## src/rtl/commutation_top_pkg.sv

```systemverilog
// -----------------------------------------------------------------------------
// commutation_top_pkg
// Shared constants for the matrix-converter commutation controller:
//   - load selection codes carried on DesiredLoad fields
//   - per-phase commutation FSM state encoding
//   - bit positions of the forward/reverse device inside a switch pair
// -----------------------------------------------------------------------------
package commutation_top_pkg;

  // Load selection codes (one 2-bit field per output phase)
  localparam logic [1:0] NUL = 2'b00;
  localparam logic [1:0] LAA = 2'b01;
  localparam logic [1:0] LBB = 2'b10;
  localparam logic [1:0] LCC = 2'b11;

  // Device positions inside a bidirectional switch pair
  localparam int FWD = 1;
  localparam int REV = 0;

  // Four-step commutation states
  typedef enum logic [2:0] {
    IDLE = 3'd0,
    S1   = 3'd1,
    S2   = 3'd2,
    S3   = 3'd3,
    S4   = 3'd4
  } phase_state_t;

endpackage

```

## src/rtl/commutation_top_if.sv

```systemverilog
// -----------------------------------------------------------------------------
// commutation_top_if
// Bundles the controller's operational signals.
//   start        enable, 0 forces all switches off
//   shorts[2:0]  short-fault flags {A,B,C}
//   DesiredLoad  requested input per load {A[5:4],B[3:2],C[1:0]}
//   CurrentSign  current polarity per phase {A,B,C}, 1 = positive
//   Sout[17:0]   gate drives, load A in [17:12], B in [11:6], C in [5:0]
//   shorted      latched fault indicator
// master = the side that drives requests, slave = the controller.
// -----------------------------------------------------------------------------
interface commutation_top_if;
  logic        start;
  logic [2:0]  shorts;
  logic [5:0]  DesiredLoad;
  logic [2:0]  CurrentSign;
  logic [17:0] Sout;
  logic        shorted;

  modport master (
    output start, shorts, DesiredLoad,
    input  CurrentSign, Sout, shorted
  );

  modport slave (
    input  start, shorts, DesiredLoad,
    output CurrentSign, Sout, shorted
  );
endinterface

```

## src/rtl/commutation_top_phase_commutator.sv

```systemverilog
// -----------------------------------------------------------------------------
// phase_commutator
// Four-step current-sign commutation for one load phase.
//   clk, rst     clock, synchronous active-low reset
//   enable       0 forces IDLE with no input selected
//   desired[1:0] requested input (NUL/LAA/LBB/LCC)
//   sign         present current polarity of this phase
//   gates[5:0]   switch pairs, input A in [5:4], B in [3:2], C in [1:0]
// -----------------------------------------------------------------------------
module phase_commutator
  import commutation_top_pkg::*;
#(
  parameter int STEP_CYCLES = 50
) (
  input  logic       clk,
  input  logic       rst,
  input  logic       enable,
  input  logic [1:0] desired,
  input  logic       sign,
  output logic [5:0] gates
);

  localparam int CNT_W = (STEP_CYCLES > 1) ? $clog2(STEP_CYCLES) : 1;
  localparam logic [CNT_W-1:0] LAST_CNT = CNT_W'(STEP_CYCLES - 1);

  phase_state_t   state, stateNext;
  logic [1:0]     cur, curNext;
  logic [1:0]     tgt, tgtNext;
  logic           sgn, sgnNext;
  logic [CNT_W-1:0] cnt, cntNext;
  logic [1:0]     condPair;

  // Places a pair value at the position of the given input; NUL places
  // nothing, which is what makes NUL endpoints consume time silently.
  function automatic logic [5:0] placePair(logic [1:0] code, logic [1:0] pair);
    logic [5:0] m;
    m = '0;
    case (code)
      LAA:     m[5:4] = pair;
      LBB:     m[3:2] = pair;
      LCC:     m[1:0] = pair;
      default: m = '0;
    endcase
    return m;
  endfunction

  // Holds the commutation state, the endpoints of the transfer in flight,
  // the latched current sign and the dwell counter of the present step.
  always_ff @(posedge clk) begin
    if (!rst) begin
      state <= IDLE;
      cur   <= NUL;
      tgt   <= NUL;
      sgn   <= 1'b0;
      cnt   <= '0;
    end else begin
      state <= stateNext;
      cur   <= curNext;
      tgt   <= tgtNext;
      sgn   <= sgnNext;
      cnt   <= cntNext;
    end
  end

  // Next-state and gate pattern. The sign is captured once when a transfer
  // starts, so a polarity flip mid-sequence cannot reorder the steps.
  always_comb begin
    stateNext = state;
    curNext   = cur;
    tgtNext   = tgt;
    sgnNext   = sgn;
    cntNext   = cnt;
    gates     = '0;
    condPair  = '0;
    if (sgn) condPair[FWD] = 1'b1;
    else     condPair[REV] = 1'b1;

    if (!enable) begin
      stateNext = IDLE;
      curNext   = NUL;
      cntNext   = '0;
    end else if (state == IDLE) begin
      if (desired != cur) begin
        stateNext = S1;
        tgtNext   = desired;
        sgnNext   = sign;
        cntNext   = '0;
      end
    end else if (cnt == LAST_CNT) begin
      cntNext = '0;
      case (state)
        S1:      stateNext = S2;
        S2:      stateNext = S3;
        S3:      stateNext = S4;
        default: begin
          stateNext = IDLE;
          curNext   = tgt;
        end
      endcase
    end else begin
      cntNext = cnt + CNT_W'(1);
    end

    // Only S2 has two pairs on at once, and both carry just the device
    // that conducts the present current direction.
    case (state)
      IDLE:    gates = placePair(cur, 2'b11);
      S1:      gates = placePair(cur, condPair);
      S2:      gates = placePair(cur, condPair) | placePair(tgt, condPair);
      S3:      gates = placePair(tgt, condPair);
      S4:      gates = placePair(tgt, 2'b11);
      default: gates = '0;
    endcase
  end

endmodule

```

## src/rtl/commutation_top.sv

```systemverilog
// -----------------------------------------------------------------------------
// commutation_top
// Three-phase matrix-converter switch controller.
//   clk   system clock
//   rst   synchronous active-low reset
//   bus   commutation_top_if.slave: start, shorts, DesiredLoad in;
//         CurrentSign, Sout, shorted out
// Holds the 120-degree-offset current-sign generator, the sticky short
// fault latch and three phase_commutator instances.
// -----------------------------------------------------------------------------
module commutation_top
  import commutation_top_pkg::*;
#(
  parameter int HALF_PERIOD = 416667,
  parameter int OFFSET_B    = 277778,
  parameter int OFFSET_C    = 138889,
  parameter int STEP_CYCLES = 50
) (
  input logic             clk,
  input logic             rst,
  commutation_top_if.slave bus
);

  logic [31:0]      signTimer [3];
  logic [2:0]       signReg;
  logic             shortedReg;
  logic             enable;
  logic [2:0][5:0]  phaseGates;

  // Free-running sign generator; timer index 0 is phase A (sign bit 2).
  // Reloading to 1 rather than 0 folds this cycle's increment in, so each
  // toggle is exactly HALF_PERIOD cycles apart.
  always_ff @(posedge clk) begin
    if (!rst) begin
      signTimer[0] <= 32'd0;
      signTimer[1] <= 32'(OFFSET_B);
      signTimer[2] <= 32'(OFFSET_C);
      signReg      <= 3'b110;
    end else begin
      for (int i = 0; i < 3; i++) begin
        if (signTimer[i] >= 32'(HALF_PERIOD)) begin
          signTimer[i]  <= 32'd1;
          signReg[2-i]  <= ~signReg[2-i];
        end else begin
          signTimer[i]  <= signTimer[i] + 32'd1;
        end
      end
    end
  end

  // Sticky fault latch: only reset clears it.
  always_ff @(posedge clk) begin
    if (!rst) shortedReg <= 1'b0;
    else if (bus.shorts != 3'b000) shortedReg <= 1'b1;
  end

  // A fault flag kills the phases on the very edge it is seen, not one later.
  assign enable = bus.start && !shortedReg && (bus.shorts == 3'b000);

  for (genvar g = 0; g < 3; g++) begin : gPhase
    phase_commutator #(.STEP_CYCLES(STEP_CYCLES)) uPhase (
      .clk     (clk),
      .rst     (rst),
      .enable  (enable),
      .desired (bus.DesiredLoad[2*g+1 -: 2]),
      .sign    (signReg[g]),
      .gates   (phaseGates[g])
    );
  end

  assign bus.Sout        = phaseGates;
  assign bus.CurrentSign = signReg;
  assign bus.shorted     = shortedReg;

endmodule

```

## src/flat_wrapper.sv

```systemverilog
// flat-port wrapper written by rule: the top's interface ports become plain ports
module commutation_top_flat import commutation_top_pkg::*;
#(
  parameter int HALF_PERIOD = 416667,
  parameter int OFFSET_B    = 277778,
  parameter int OFFSET_C    = 138889,
  parameter int STEP_CYCLES = 50
)
  (clk, rst, bus_start, bus_shorts, bus_DesiredLoad, bus_CurrentSign, bus_Sout, bus_shorted);
  commutation_top_if bus_i ();
  input logic clk;
  input logic rst;
  input wire logic [$bits(bus_i.start)-1:0] bus_start;
  input wire logic [$bits(bus_i.shorts)-1:0] bus_shorts;
  input wire logic [$bits(bus_i.DesiredLoad)-1:0] bus_DesiredLoad;
  output wire logic [$bits(bus_i.CurrentSign)-1:0] bus_CurrentSign;
  output wire logic [$bits(bus_i.Sout)-1:0] bus_Sout;
  output wire logic [$bits(bus_i.shorted)-1:0] bus_shorted;
  assign bus_i.start = bus_start;
  assign bus_i.shorts = bus_shorts;
  assign bus_i.DesiredLoad = bus_DesiredLoad;
  assign bus_CurrentSign = bus_i.CurrentSign;
  assign bus_Sout = bus_i.Sout;
  assign bus_shorted = bus_i.shorted;
  commutation_top #(.HALF_PERIOD(HALF_PERIOD), .OFFSET_B(OFFSET_B), .OFFSET_C(OFFSET_C), .STEP_CYCLES(STEP_CYCLES)) u_core (.clk(clk), .rst(rst), .bus(bus_i));
endmodule
```

## config.mk

```make
export PLATFORM = sky130hd
export DESIGN_NAME = commutation_top_flat
export DESIGN_NICKNAME = d
export VERILOG_FILES = /design/src/rtl/commutation_top_pkg.sv /design/src/rtl/commutation_top_if.sv /design/src/rtl/commutation_top_phase_commutator.sv /design/src/rtl/commutation_top.sv /design/src/flat_wrapper.sv
export SDC_FILE = /design/constraint.sdc
export NUM_CORES = 1
export LEC_CHECK = 0
export ABC_AREA = 1
export CORE_ASPECT_RATIO = 0.5
export CORE_UTILIZATION = 35
export DETAILED_ROUTE_END_ITERATION = 10
export PLACE_DENSITY = 0.56
export RECOVER_POWER = 25
export SLEW_MARGIN = 10
export SYNTH_ARGS = -nofsm -noshare
export SYNTH_HDL_FRONTEND = slang
export SYNTH_HIERARCHICAL = 1
export SYNTH_SLANG_ARGS = --single-unit
export TNS_END_PERCENT = 5
```

## constraint.sdc

```tcl
create_clock -name clk -period 3.31 [get_ports clk]
set_clock_uncertainty 0.1 [all_clocks]
set_input_delay 0.662 -clock clk [delete_from_list [all_inputs] [get_ports clk]]
set_output_delay 0.662 -clock clk [all_outputs]
set_load 0.005 [all_outputs]
```

==> summary.txt <==
Status: completed
FFs w/ async S/R, synth: 0%
CP Max Fanout: 8
Setup WS pre-CTS: 0.783 ns
Yosys warning total: 6
Top cells by area, synth: edfxtp_1 (36%), dfxtp_1 (11%), nand2_1 (8.5%)
Max Fclk: 351 MHz
Post-route ant nets: 0
Dominant synthesized flop cell: edfxtp_1
Post-CTS setup buffers: 0
Nets: 1147
Main combinational cell family by area after synthesis: simple AND/OR/NAND/NOR gates
WP depth: 8
Mux cell area share after synthesis: 0%
CTS Hold Bufs: 0
Site row count: 38
R2R cell count: 10
Post-Synthesis Mean Instance Area: 8.57 um2
Total Routed Length: 15500 um
Slew @ Worst Pin: 1.32 ns
P&R area growth vs syn: 20.6%
Yosys cell types: 39
Slowest stage delay, CP: 0.50 ns
Fraction of layout cells with a size suffix above 1: 13.7%
Flop2flop setup slack: 1.00 ns
Synth Register Bits: 142
Ports: 34
Clock latency on the worst-skew pair: 0.42 ns
Vias post-DR: 6459
Post-synth top area cell: edfxtp_1
Tot GR Track Use: 14.0%
CP Class: register to output pin
CP startpoint kind: register
CTS resizes: 0
Setup Viol. Count Final: 0
Worst path slowest cell: clkdlybuf4s50_1
TritonRoute pass-1 iters: 5
Via/cell ratio: 4.49
Most numerous cell in the Yosys netlist: nand2_1
First-pass GRT wire length: 26400 um
Die area: 23900 um2
Largest net degree at the start of global routing: 24
XOR/XNOR Fraction of Synth Area: 4.64%
Hold Crit Class: register to register
Post-synth top area share: 35.5%
Post-route DRC violation count: 0
MaxCap Viol Count: 0
Worst hold start: u_core/bus.shorted
TritonCTS clock tree: done
Clk buf depth: 2
Final GP Congestion: 0.818
Worst vdd ir: 0.000460 V
Area of the mapped netlist: 8120 um2
H-Tree Depth: 4
Worst R2R End: u_core/signTimer[2][15]
Post-synth top cells: nand2_1 (183), nor2_1 (98), edfxtp_1 (96), nand3_1 (96), inv_1 (94)
Setup Total Neg Slack: 0 ns
Rel. slew slack: 12.3%
Unrepaired setup endpoints after global routing: false
Hold slack: 0.380 ns
Pwr per Cell Area: 418 nW/um2
Placed cells: 1407
Cell family contributing the most delay on the critical path: simple AND/OR/NAND/NOR gates
Final period utilization: 86.1%
Register area: 3800 um2
Final setup margin: 0.459 ns
Vias in the first global route: 5768
Bufs and invs on worst path: 2
Area of the core: 22200 um2
Post-synthesis simple-gate area fraction: 33.6%
Final Hold Viols: 0
DP HPWL: 11600 um
Crit-path cells: nor2_2 > nand2_2 > nand2_4 > inv_4 > nor2_4 > nand2_1 > nand3_1 > clkdlybuf4s50_1
Final Slew Violations: 0
Grt ovf: 0
Post-synth EDFFs: 96
Critical Path AT: 2.09 ns
Initial antenna violation count: 0
Final Critical Period: 2.85 ns
TritonCTS Buffers: 17
Leakage: 3.83 nW
Hold path cells: 2
Fillcell total: 2177
Post-synthesis compound-gate area fraction: 7.13%
Root Driver: clkbuf_16
Post-Layout Cell Count: 1439
Sequential area share after synthesis: 46.8%
Post-Syn Instances: 948
DR WL/cell: 10.7 um
Initial Util: 36.6%
Die Wd: 217 um
Synth Area in Adders: 1.39%
Diode count: 0
Port bufs: 33
Reg-to-Reg Start: u_core/signTimer[2][0]
Critical Path RT: 2.55 ns
Design Power: 4.09 mW
Hold Path Sink: u_core/bus.shorted
Initial detailed-routing violation count: 409
Clock transition at path regs: 0.06 ns
Area of the multi-input gates: 4270 um2
CP endpoint kind: output pin
Die Y: 110 um
Clock Sinks: 142
==> cells in the final DEF (no fill, tap or decap), types with 13 or more instances in the layout <==
master | netlist | layout
nand3_1 | 96 | 97
nand2_1 | 183 | 185
xor2_1 | 24 | 24
nand4_1 | 13 | 13
clkdlybuf4s50_1 | 0 | 32
a21oi_1 | 48 | 48
nand2_2 | 24 | 23
inv_1 | 94 | 94
nand3_2 | 13 | 13
conb_1 | 2 | 135
xnor2_1 | 19 | 19
dfxtp_1 | 46 | 46
nor2_2 | 27 | 27
edfxtp_1 | 96 | 96
o21ai_1 | 17 | 16
nor2_1 | 98 | 98
nor3_1 | 12 | 14
inv_2 | 15 | 15
o21ai_0 | 27 | 28
nor2_4 | 22 | 22
clkbuf_16 | 0 | 17
==> area by class of cell <==
| class | instances | area share, % |
|---|---|---|
| clock buffers | 20 | 4.66 |
| clock inverters | 12 | 1.26 |
| inverters | 114 | 4.46 |
| multi-input cells | 817 | 43.6 |
| flip-flops and latches | 142 | 38.8 |
| well taps | 300 | 3.83 |
| repair buffers | 34 | 3.35 |
==> metal layers <==
layer	global-route usage, %	routed length, um	up-vias
met5	0	0	-
met2	22.9	7100	98
met4	4.83	173	0
li1	-	-	3390
met3	3.65	640	18
met1	18.0	7540	2953
==> flip-flops by register name (all words and copies together), names as in the netlist <==
name,flops
u_core/bus.CurrentSign,3
u_core/bus.shorted,1
u_core/gPhase.uPhase/cnt,18
u_core/gPhase.uPhase/cur,6
u_core/gPhase.uPhase/sgn,3
u_core/gPhase.uPhase/state,9
u_core/gPhase.uPhase/tgt,6
u_core/signTimer,96
==> worst min-delay path, cell delays in order, from the launching register on <==
cell and delay, ns:
dfxtp_1 0.31, inv_1 0.05, a21boi_0 0.07
==> how the worst max path moves through the flow <==
| stage | to | startpoint | slack (ns) |
|---|---|---|---|
| after floorplan | u_core/gPhase[1].uPhase/sgn | bus_shorts[1] | 1.57 |
| after global placement | u_core/gPhase[0].uPhase/cnt[2] | bus_shorts[1] | 0.84 |
| after detailed placement | u_core/gPhase[0].uPhase/cur[1] | bus_shorts[1] | 0.78 |
| after CTS | bus_Sout[13] | u_core/gPhase[2].uPhase/state[2] | 0.44 |
| after global routing | u_core/signTimer[1][7] | rst | 0.26 |
| final | bus_Sout[13] | u_core/gPhase[2].uPhase/state[2] | 0.46 |
==> kinds of logic after synthesis <==
kind of cell | Yosys count
and+or+nand+nor | 520
DFF | 142
buffers and inverters | 122
AOI/OAI and AO/OA | 110
xor gates and xnor gates | 43
adders and majority gates | 9
other | 2
==> where the power goes <==
group / switching [mW] / leakage [nW] / internal (mW)
combinational: 0.119 / 2.22 / 0.0672
clock: 0.789 / 0.280 / 1.09
sequential: 0.0503 / 1.33 / 1.97
==> through the flow <==
step | util (%) | instance area [um2]
final | 44.1 | 9790
after CTS | 44.3 | 9830
after detailed placement | 41.7 | 9250
after global placement | 41.7 | 9250
after floorplan | - | 8620
after global routing | 44.1 | 9790
(Power assumes the default switching activity.)
